### config.mk
export PLATFORM = sky130hd
export DESIGN_NAME = fetch_queue
export DESIGN_NICKNAME = d
export VERILOG_FILES = /design/src/rtl/fetch_queue_pkg.sv /design/src/rtl/fetch_queue_fifo.sv /design/src/rtl/fetch_queue.sv
export SDC_FILE = /design/constraint.sdc
export NUM_CORES = 1
export LEC_CHECK = 0
export BUFFER_PORTS_ARGS = -buffer_cell sky130_fd_sc_hd__clkbuf_2
export CORE_MARGIN = 5
export CORE_UTILIZATION = 30
export DETAILED_ROUTE_END_ITERATION = 16
export SYNTH_ARGS = -nofsm -noshare
export SYNTH_HDL_FRONTEND = slang
export SYNTH_HIERARCHICAL = 1
export SYNTH_SLANG_ARGS = --single-unit
### constraint.sdc
create_clock -name clk -period 9.3 [get_ports clk]
set_clock_uncertainty 0.2 [all_clocks]
set_input_delay 1.86 -clock clk [delete_from_list [all_inputs] [get_ports clk]]
set_output_delay 1.86 -clock clk [all_outputs]
set_load 0.03 [all_outputs]
### src/rtl/fetch_queue_pkg.sv
// Shared types for the prefetch queue: entry layout and fetch state encoding.
package fetch_queue_pkg;

  typedef logic [31:0] rv32i_word;

  typedef struct packed {
    rv32i_word pc;
    rv32i_word instr;
  } fetch_entry_t;

  typedef enum logic [1:0] {
    FQ_IDLE,
    FQ_REQ,
    FQ_DROP
  } fetch_state_t;

endpackage

### src/rtl/fetch_queue_fifo.sv
// DEPTH-entry FIFO of fetch entries; flush wins over push and pop.
module fetch_fifo
  import fetch_queue_pkg::*;
#(
  parameter int  DEPTH   = 4,
  parameter type entry_t = fetch_entry_t
) (
  input  logic                   clk,
  input  logic                   reset,
  input  logic                   push,
  input  logic                   pop,
  input  logic                   flush,
  input  entry_t                 din,
  output entry_t                 dout,
  output logic [$clog2(DEPTH):0] count
);

  localparam int PW = $clog2(DEPTH);
  localparam int CW = PW + 1;

  logic [PW-1:0] wr_q, wr_d;
  logic [PW-1:0] rd_q, rd_d;
  logic [CW-1:0] cnt_q, cnt_d;
  logic          full, empty, do_push, do_pop;
  entry_t        mem_q [DEPTH];

  assign full    = (cnt_q == CW'(DEPTH));
  assign empty   = (cnt_q == '0);
  assign do_pop  = pop && !empty;
  // A full FIFO can still accept a push when the head leaves in the same cycle.
  assign do_push = push && (!full || do_pop);

  always_comb begin
    wr_d  = wr_q;
    rd_d  = rd_q;
    cnt_d = cnt_q;
    if (flush) begin
      wr_d  = '0;
      rd_d  = '0;
      cnt_d = '0;
    end else begin
      if (do_push) wr_d = wr_q + PW'(1);
      if (do_pop)  rd_d = rd_q + PW'(1);
      cnt_d = cnt_q + CW'(do_push) - CW'(do_pop);
    end
  end

  always_ff @(posedge clk or posedge reset) begin
    if (reset) begin
      wr_q  <= '0;
      rd_q  <= '0;
      cnt_q <= '0;
    end else begin
      wr_q  <= wr_d;
      rd_q  <= rd_d;
      cnt_q <= cnt_d;
    end
  end

  always_ff @(posedge clk) begin
    if (do_push && !flush) mem_q[wr_q] <= din;
  end

  assign dout  = mem_q[rd_q];
  assign count = cnt_q;

endmodule

### src/rtl/fetch_queue.sv
// Prefetching fetch stage: sequential reads into a FIFO, flushed on redirect.
module fetch_queue
  import fetch_queue_pkg::*;
#(
  parameter int              DEPTH    = 4,
  parameter int              XLEN     = 32,
  parameter logic [XLEN-1:0] RESET_PC = 'h00000060
) (
  input  logic                   clk,
  input  logic                   reset,
  output logic                   mem_read,
  output logic [XLEN-1:0]        mem_address,
  input  logic [XLEN-1:0]        mem_rdata,
  input  logic                   mem_resp,
  input  logic                   redirect,
  input  logic [XLEN-1:0]        redirect_pc,
  input  logic                   stall,
  output logic                   valid,
  output logic [XLEN-1:0]        pc,
  output logic [XLEN-1:0]        instruction,
  output logic [$clog2(DEPTH):0] count
);

  localparam int CW = $clog2(DEPTH) + 1;

  typedef struct packed {
    logic [XLEN-1:0] pc;
    logic [XLEN-1:0] instr;
  } entry_t;

  fetch_state_t    state_q, state_d;
  logic [XLEN-1:0] fetch_pc_q, fetch_pc_d;
  logic            mem_read_q, mem_read_d;

  logic            push, pop;
  entry_t          din, dout;
  logic [CW-1:0]   fifo_cnt, cnt_after;
  logic            space_now, room_after;

  assign valid = (fifo_cnt != '0);
  assign pop   = valid && !stall && !redirect;
  assign push  = (state_q == FQ_REQ) && mem_resp && !redirect;
  assign din   = '{pc: fetch_pc_q, instr: mem_rdata};

  assign cnt_after  = fifo_cnt + CW'(push) - CW'(pop);
  assign space_now  = (fifo_cnt < CW'(DEPTH)) || pop;
  assign room_after = (cnt_after < CW'(DEPTH));

  fetch_fifo #(
    .DEPTH   (DEPTH),
    .entry_t (entry_t)
  ) u_fifo (
    .clk   (clk),
    .reset (reset),
    .push  (push),
    .pop   (pop),
    .flush (redirect),
    .din   (din),
    .dout  (dout),
    .count (fifo_cnt)
  );

  always_comb begin
    state_d    = state_q;
    fetch_pc_d = fetch_pc_q;
    if (redirect) begin
      fetch_pc_d = redirect_pc;
      case (state_q)
        FQ_IDLE: state_d = FQ_REQ;
        // An unanswered read must still complete; its data is thrown away.
        FQ_REQ:  state_d = mem_resp ? FQ_REQ : FQ_DROP;
        FQ_DROP: state_d = FQ_DROP;
        default: state_d = FQ_IDLE;
      endcase
    end else begin
      case (state_q)
        FQ_IDLE: if (space_now) state_d = FQ_REQ;
        FQ_REQ: begin
          if (mem_resp) begin
            fetch_pc_d = fetch_pc_q + XLEN'(4);
            state_d    = room_after ? FQ_REQ : FQ_IDLE;
          end
        end
        FQ_DROP: if (mem_resp) state_d = FQ_REQ;
        default: state_d = FQ_IDLE;
      endcase
    end
    mem_read_d = (state_d != FQ_IDLE);
  end

  always_ff @(posedge clk or posedge reset) begin
    if (reset) begin
      state_q    <= FQ_IDLE;
      fetch_pc_q <= RESET_PC;
      mem_read_q <= 1'b0;
    end else begin
      state_q    <= state_d;
      fetch_pc_q <= fetch_pc_d;
      mem_read_q <= mem_read_d;
    end
  end

  assign mem_read    = mem_read_q;
  assign mem_address = fetch_pc_q;
  assign pc          = valid ? dout.pc : '0;
  assign instruction = valid ? dout.instr : '0;
  assign count       = fifo_cnt;

endmodule

# ---- Word level (Yosys, flattened, before mapping)
# Memory sizes are Yosys's and may differ from the RTL's.
# Cells that the tools add are included.
dict set report op_classes {
  n_addsub 7
  mul 0
  div 0
  n_lt_le_gt_ge 2
  n_eq_ne 3
  shifts 0
  mux 20
  bitwise 0
  n_reduce_logical 22
}
# op count
set op_table {}
lappend op_table {{two-way mux 32 bit} 5}
lappend op_table {{adder 32 x 3 -> 32 bit, second input constant} 1}
lappend op_table {{two-way mux 2 bit} 9}
lappend op_table {{case mux 2 bit (3 select lines)} 2}
lappend op_table {{nonzero test 2 bit} 5}
lappend op_table {{logical AND 1 bit} 7}
lappend op_table {{adder 3 x 1 -> 3 bit} 2}
lappend op_table {{< comparator 3 bit, second input constant} 2}
lappend op_table {{subtractor 3 x 1 -> 3 bit} 2}
lappend op_table {{adder 2 x 1 -> 2 bit, second input constant} 2}
lappend op_table {{zero test 1 bit} 4}
lappend op_table {{== test 3 bit, second input constant} 1}
lappend op_table {{zero test 3 bit} 1}
lappend op_table {{two-way mux 1 bit} 3}
lappend op_table {{two-way mux 3 bit} 1}
lappend op_table {{nonzero test 3 bit} 1}
lappend op_table {{== test 2 x 1 -> 1 bit, second input constant} 1}
lappend op_table {{== test 2 bit, second input constant} 1}
lappend op_table {{zero test 2 bit} 1}
lappend op_table {{logical OR 1 bit} 2}
lappend op_table {{AND reduction 2 bit} 1}
dict set report totals {
  regBits 42
  latch_bits 0
  ramBits 256
  romBits 0
  input_bits 69
  memories 1
}
# name words word_bits read_ports rd_ports_with_merged_regs write_ports line
set memory_table {}
lappend memory_table {u_fifo.mem_q 4 64 1 0 1 fetch_queue_fifo.sv:25} ;# entry_t mem_q [DEPTH];

# ---- Logic depth before layout (Yosys ltp)
# Gate-level depths: netlist of run 1.
dict set report depth {
  depth_word 11
  mapped_depth 12
  ltp_nobuf 10
}

# ---- By module
# The synthesis of run 1 kept the hierarchy.
# module instances cells_per_inst area_each_um2 seq_area_each_um2
set by_module_without_submodules {}
lappend by_module_without_submodules {fetch_fifo 1 378 9689.3 7862.5}
lappend by_module_without_submodules {fetch_queue 1 324 2620.0 878.3}

# ---- Least setup slack after synthesis of run 1
# No wires, ideal clock.
dict set report synth_timing {
  path_type {input port to flip-flop}
  start {input redirect}
  end {memory u_fifo/mem_q[0][0] (netlist name) (enable)}
  setup_ns 0.429
  t_arrival_ns 4.794
  setup_slack_ns 3.877
  cell_stages 7
  path_buffers 3
  path_cell_list {clkbuf_1 > buf_1 > clkbuf_1 > nor3b_1 > nor4b_2 > nor3b_1 > and2_1}
}
dict set report synth_between {
  elab_chain_len 8
  word_cells_on_any_way 9
}
# item line
set synth_rtl {}
lappend synth_rtl {{from (decl)} fetch_queue.sv:15} ;# input logic redirect,
lappend synth_rtl {{zero test 1 bit} fetch_queue.sv:41} ;# assign pop = valid && !stall && !redirect;
lappend synth_rtl {{logical AND 1 bit} fetch_queue.sv:41}
lappend synth_rtl {{named net pop} fetch_queue.sv:35} ;# logic push, pop;
lappend synth_rtl {{logical AND 1 bit} fetch_queue_fifo.sv:29} ;# assign do_pop = pop && !empty;
lappend synth_rtl {{logical OR 1 bit} fetch_queue_fifo.sv:31} ;# assign do_push = push && (!full || do_pop);
lappend synth_rtl {{logical AND 1 bit} fetch_queue_fifo.sv:31}
lappend synth_rtl {{logical AND 1 bit} fetch_queue_fifo.sv:61} ;# if (do_push && !flush) mem_q[wr_q] <= din;
lappend synth_rtl {{two-way mux 1 bit} fetch_queue_fifo.sv:61}
lappend synth_rtl {{two-way mux 1 bit (not written as such)} fetch_queue_fifo.sv:61}
lappend synth_rtl {{to (decl)} fetch_queue_fifo.sv:25}
# The timed path passes the listed nets, and every way through them passes these cells.

==> reports/results.txt, run 1 <==
PortBufs: 169
GRT Util Overall: 0.124
status: finished, final reports clean
Clk Latency, worst-skew pair: 530 ps
antenna violations before repair: 1
floorplan core area: 40700 um^2
H-Tree Depth: 1
largest net degree at the start of global routing: 75
max-slew violation count: 0
YS warnings: 6
Yosys top cell area share: 0.625
setup slack after layout: 4140 ps
worst r2r path cells: 6
Synth Area per Inst: 17.5 um^2
Synth Area in Simple Gates: 0.0955
I/O Pins: 170
final setup vio count: 0
prevailing post-synth register cell: edfxtp_1
ratio of final minimum period to clock period: 0.554
CP Capture Point: pc[31]
top area cells in the synthesized netlist: edfxtp_1 62%, mux4_2 12%, dfrtp_1 8.1%
Hold Path Class: flop to flop
Hold Buf Count CTS: 0
synthesized net count: 780
Routed WL per cell: 20.1 um
leading area contributor after synthesis: edfxtp_1
slowest stage delay, CP: 800 ps
Critical Path Start: u_fifo/rd_q[0]$_DFFE_PP0P_
total CTS buffers: 29
HP Start: mem_address[0]$_DFFE_PP0P_
main combinational cell family by area after synthesis: multiplexers
r2r setup slk: 5170 ps
Via density: 4.70
FF-to-FF End: u_fifo/mem_q[0][6]$_DFFE_PP_
pre-CTS WS: 4320 ps
post-synthesis mux area share: 0.121
Setup crit end kind: output port
stages on the worst setup path: 4
Leak: 0.00511 uW
Site Rows: 74
vias in the first global route: 6772
Initial Util: 0.302
cell at the slowest stage of the critical path: buf_4
first-pass detailed-route iteration total: 4
PostCTS Resize Cnt: 0
unrepaired setup endpoints after global routing: false
area grow syn2layout: 18.9%
clk sinks: 298
register area share after synthesis: 0.710
clock tree from TritonCTS: built
RR Startpoint: u_fifo/count[1]$_DFF_PP0_
Filler cells: 3925
critical path data required time: 7240 ps
area taken by multi-input logic gates: 3310 um^2
hold violation count in the final report: 0
Mapped Area: 12300 um^2
fin util: 0.359
DIE AREA: 45200 um^2
dpl cells: 1371
Nets: 948
CP arrival: 3100 ps
Die H: 213 um
Final Critical Period: 5160 ps
final wirelength: 28.6 mm
Vias: 6701
Max-slew headroom: 0.303
FMAX: 0.194 GHz
crit-path max FO: 46
cell family with most CP delay: buffers and inverters
die width: 213 um
kind of critical path: flop to output port
post-route ant nets: 0
Yosys reg bits: 298
Compound-Gate Fraction of Synth Area: 0.0286
Tightest Pin Transition: 1050 ps
worst path buffer plus inverter count: 2
max capacitance violation total: 0
commonest non-fill, non-tap cell in the layout: edfxtp_1
global-route wire length before repair: 42.7 mm
Ant. Diodes: 0
post-synthesis cell type count: 56
instance area at placement: 13700 um^2
setup TNS: 0 ps
Max VDD drop: 0.105 mV
Synth Area in XOR/XNOR: 0.0128
Syn Inst Count: 702
CP Launch Type: flop
Cell Chain, Critical Path: buf_4, mux4_2, and2_1, clkbuf_2
adder-cell share of the synthesized area: 0.00976
Clock transition at path regs: 60 ps
Synth async-reset ratio: 0.141
pwr dens: 225 nW/um^2
CTS root buf: clkbuf_16
FF/Latch Area: 8750 um^2
dpl hpwl: 18.2 mm
routability congestion estimate: 0.728
# Post-CTS Setup Buffers: 0
Design Area, Final: 14600 um^2
DRC Markers: 0
Finished Layout Cells: 1425
most frequent cells in the layout: 256 x edfxtp_1, 169 x clkbuf_2, 65 x and2_1
grt ovf: 0
number of DRC markers in iteration 0: 411
share of layout cells above drive strength 1: 0.339
clock buffer depth: 3
EDFF count, synth: 256
[through the flow]
stage / hold slack (ps) / total power [uW]
after detailed placement: 375 / 2150
after global placement: 372 / 2140
after CTS: 390 / 3340
after global routing: 434 / 3440
final: 373 / 3290
after floorplan: 355 / 1940
[cells by family (layout without fill, tap and decap cells)]
kind of cell             after synthesis  in the layout
adder cells (fa/ha/maj)                9              9
XOR/XNOR                              18             18
AND/OR/NAND/NOR                      203            203
multiplexers                          69             69
flip-flops                           298            298
AO/OA/AOI/OAI                         52             52
buffers and inverters                 53            244
[power by group]
part	switching [uW]	total (uW)	internal, uW
combinational	369	533	164
sequential	60.3	1570	1510
clock	478	1180	707
[how the worst min path moves through the flow]
stage / to / slack (ps) / cells past startpoint
2_1_floorplan: u_fifo/wr_q[1]$_DFFE_PP0P_ / 360 / 2
3_3_place_gp: u_fifo/wr_q[1]$_DFFE_PP0P_ / 370 / 2
3_5_place_dp: u_fifo/mem_q[2][32]$_DFFE_PP_ / 380 / 0
4_1_cts: u_fifo/mem_q[2][32]$_DFFE_PP_ / 390 / 0
5_1_grt: u_fifo/mem_q[2][32]$_DFFE_PP_ / 430 / 0
6_report: u_fifo/mem_q[3][32]$_DFFE_PP_ / 370 / 0
[sequential cells by signal, indices dropped and copies added (netlist names)]
name	cells
mem_read	1
u_fifo/mem_q	256
state_q	2
mem_address	32
u_fifo/rd_q	2
u_fifo/wr_q	2
u_fifo/count	3
[per-layer routing]
layer  wire length (um)  share of wire  track usage
met1              13100           0.46        0.181
met2              13400           0.47        0.197
met3               1750          0.061       0.0255
met4                345          0.012       0.0190
met5                 11        0.00038            0
[layout make-up]
class | instances | share of cell area
clock buffers | 44 | 0.0575
flip-flops and latches | 298 | 0.598
well taps | 532 | 0.0455
clock inverters | 10 | 0.00906
inverters | 17 | 0.00436
repair buffers | 173 | 0.0598
multi-input cells | 351 | 0.226
[cell usage after synthesis (3+ instances only)]
cell,number
edfxtp_1,256
and2_1,69
mux4_2,64
dfrtp_1,40
nand2_1,34
nand3_1,23
nor2_1,23
o21ai_0,18
clkbuf_1,16
inv_1,16
xnor2_1,12
buf_2,10
ha_1,8
or4_1,7
a31oi_1,6
buf_6,6
xor2_1,6
a311o_1,5
nand4_1,5
nor3_1,5
nor4_1,5
o311ai_1,5
o31ai_1,5
and4_1,4
o211ai_1,4
a21oi_1,3
and3_2,3
buf_4,3
nor2b_1,3
No activity file was read; power rests on OpenSTA's default activity.
==> run 2, diff against run 1 <==
Settings changed: ABC_AREA set to 1.
Clock period 9.3 ns to 4.7 ns, I/O delays scaled along.
==> run 2 against run 1 <==
Effect of this change:
- worst setup slack worse by 3400 ps
- utilization increased by 0.63 points
- critical path depth is 3 higher
- largest power group unchanged
- hold slack got worse by 170 ps
- area after synthesis grew 5.6%
- final area increased by 7.4%
- combinational power rose by 140%
- count of clock-buffer cells in the layout is 1 lower
==> reports/results.txt, run 2 <==
status: finished, final reports clean
cell family with most CP delay: buffers and inverters
fin util: 0.366 (+0.00635)
most frequent cell after synthesis: nor2_1
Max-slew headroom: 0.293 (-0.0103)
CP Launch Type: flop
antenna violations before repair: 0 (-1)
PostCTS Resize Cnt: 0 (unchanged)
Initial Util: 0.302 (+0.000307)
Yosys top cell area share: 0.591 (-0.0332)
DIE AREA: 47600 um^2 (+5.3%)
crit-path max FO: 53 (+15%)
top area cells in the synthesized netlist: edfxtp_1 59%, nor2_1 7.8%, dfrtp_1 7.7%
Leak: 0.00627 uW (+23%)
leading area contributor after synthesis: edfxtp_1
Tightest Pin Transition: 1060 ps (+14.0 ps)
Hold Buf Count CTS: 0 (unchanged)
max-slew violation count: 0 (unchanged)
post-route ant nets: 0 (unchanged)
Int Power: 5040 uW (+110%)
Setup crit end kind: output port
Yosys reg bits: 298 (unchanged)
slowest stage delay, CP: 690 ps (-110 ps)
Reg with most FFs: u_fifo/mem_q
Die H: 218 um (+2.6%)
Final Critical Period: 3990 ps
GRT Util Overall: 0.149 (+0.0250)
YS warnings: 6 (unchanged)
EDFF count, synth: 256 (unchanged)
Max VDD drop: 0.219 mV (+110%)
die width: 218 um (+2.6%)
synthesized net count: 1299 (+67%)
Site Rows: 76 (+2.7%)
Nets: 1472 (+55%)
Synth Area per Inst: 10.6 um^2 (-39%)
CTS root buf: clkbuf_16
# Post-CTS Setup Buffers: 0 (unchanged)
prevailing post-synth register cell: edfxtp_1
final setup vio count: 0 (unchanged)
DRC Markers: 0 (unchanged)
PortBufs: 169 (unchanged)
switching part of the total: 0.306 (+0.0305)
post-synthesis cell type count: 40 (-29%)
I/O Pins: 170 (unchanged)
kind of critical path: flop to output port
sequential share of power: 0.453 (-0.024)
Design Area, Final: 15700 um^2 (+7.4%)
Routed WL per cell: 17.9 um (-11%)
share of layout cells above drive strength 1: 0.190 (-0.149)
max capacitance violation total: 0 (unchanged)
register area share after synthesis: 0.672 (-0.0377)
Clk Latency, worst-skew pair: 520 ps (about the same)
max reg flops: 256 (unchanged)
vias in the first global route: 9347 (+38%)
clk sinks: 298 (unchanged)
Hold Path Class: input port to async pin
setup TNS: 0 ps (unchanged)
pwr dens: 463 nW/um^2 (+110%)
unrepaired setup endpoints after global routing: false
Mapped Area: 13000 um^2 (+5.6%)
Comb pwr share: 0.177 (+0.015)
routability congestion estimate: 0.861 (+18%)
first-pass detailed-route iteration total: 4 (unchanged)
FMAX: 0.251 GHz
sw power: 2230 uW (+150%)
instance area at placement: 14600 um^2 (+6.6%)
Ant. Diodes: 0 (unchanged)
global-route wire length before repair: 55.3 mm (+29%)
Vias: 9329 (+39%)
clock tree from TritonCTS: built
critical path data required time: 3560 ps (-3680 ps)
cell at the slowest stage of the critical path: dfrtp_4
CP arrival: 2850 ps (-250 ps)
most frequent cells in the layout: 267 x nor2_1, 256 x edfxtp_1, 169 x clkbuf_2
clock power share: 0.371 (+0.011)
ratio of final minimum period to clock period: 0.849
commonest non-fill, non-tap cell in the layout: nor2_1
area grow syn2layout: 20.9%
Syn Inst Count: 1221 (+74%)
floorplan core area: 43000 um^2 (+5.5%)
Cell Chain, Critical Path: inv_4, buf_12, nor2_1, o22ai_1, inv_1, nor2_1, clkbuf_2
worst path buffer plus inverter count: 4 (+2)
total CTS buffers: 35 (+21%)
dpl hpwl: 23.4 mm (+29%)
Clock transition at path regs: 60 ps (about the same)
top post-synthesis cells by count: 271 x nor2_1, 256 x edfxtp_1, 158 x nand2_1
H-Tree Depth: 2 (+1)
final wirelength: 35.8 mm (+25%)
grt ovf: 0 (unchanged)
hold violation count in the final report: 0 (unchanged)
Via density: 4.66 (-1.0%)
clock buffer depth: 3 (unchanged)
number of DRC markers in iteration 0: 704 (+71%)
Worst path most repeated cell: nor2_1
Synth async-reset ratio: 0.141 (unchanged)
largest net degree at the start of global routing: 68 (-9.3%)
==> run 2: changes by cell type in the layout (fill, tap and decap cells not counted), sizes merged, moves of 67 or more <==
cell	before	now
and2	69	2
inv	17	126
nand2	34	163
nor2	23	279
o21ai	18	140
==> run 2: final cells by class <==
type                       count  area (um^2)
fill                        4352        27300
clock buffer                  43          948
multi-input combinational    741         3490
timing repair buffer         192         1130
inverter                     126          475
tap                          585          732
clock inverter                19          199
sequential                   298         8750
==> run 2: final timing paths <==
check,start,end,slack [ps],cells after the start
max reg2reg,u_fifo/count[1]$_DFF_PP0_,u_fifo/mem_q[3][51]$_DFFE_PP_,1770,8
min in group clk,mem_address[0]$_DFFE_PP0P_,u_fifo/mem_q[1][32]$_DFFE_PP_,370,0
min reg2reg,mem_address[0]$_DFFE_PP0P_,u_fifo/mem_q[1][32]$_DFFE_PP_,370,0
max,u_fifo/rd_q[0]$_DFFE_PP0P_,pc[4],710,7
max in group asynchronous,reset,mem_address[5]$_DFFE_PP1P_,3600,3
min,reset,u_fifo/count[1]$_DFF_PP0_,200,2
==> run 2: power by group through the flow <==
stage               clock network, uW  logic, uW  registers (uW)
detailed placement                  0       1310            3350
global placement                    0       1300            3340
finish                           2700       1290            3290
CTS                              2780       1320            3300
global route                     2900       1420            3320
floorplan                           0        768            3360
==> run 2: kinds of logic after synthesis <==
group | after synthesis | share of synthesized area
flops | 298 | 0.672
compound gates | 220 | 0.0929
buf+inv | 182 | 0.0621
xor+xnor | 10 | 0.00674
fa+ha+maj | 9 | 0.00924
simple gates | 502 | 0.157
==> run 2: layer usage <==
layer | global-route usage | share of wire | vias to the layer above
met5 | 0 | 0 | -
met4 | 0.0446 | 0.025 | 0
met3 | 0.0359 | 0.055 | 51
li1 | - | - | 4520
met2 | 0.230 | 0.45 | 242
met1 | 0.209 | 0.47 | 4516
==> run 2: per-stage QoR <==
stage | setup WS (ps) | hold slack (ps) | instances | power [uW]
floorplan | -697 | 319 | 1221 | 4130
global placement | 1230 | 334 | 1942 | 4640
detailed placement | 1170 | 360 | 1942 | 4660
CTS | 644 | 175 | 2004 | 7390
global route | 473 | 199 | 2004 | 7630
finish | 711 | 199 | 2004 | 7270
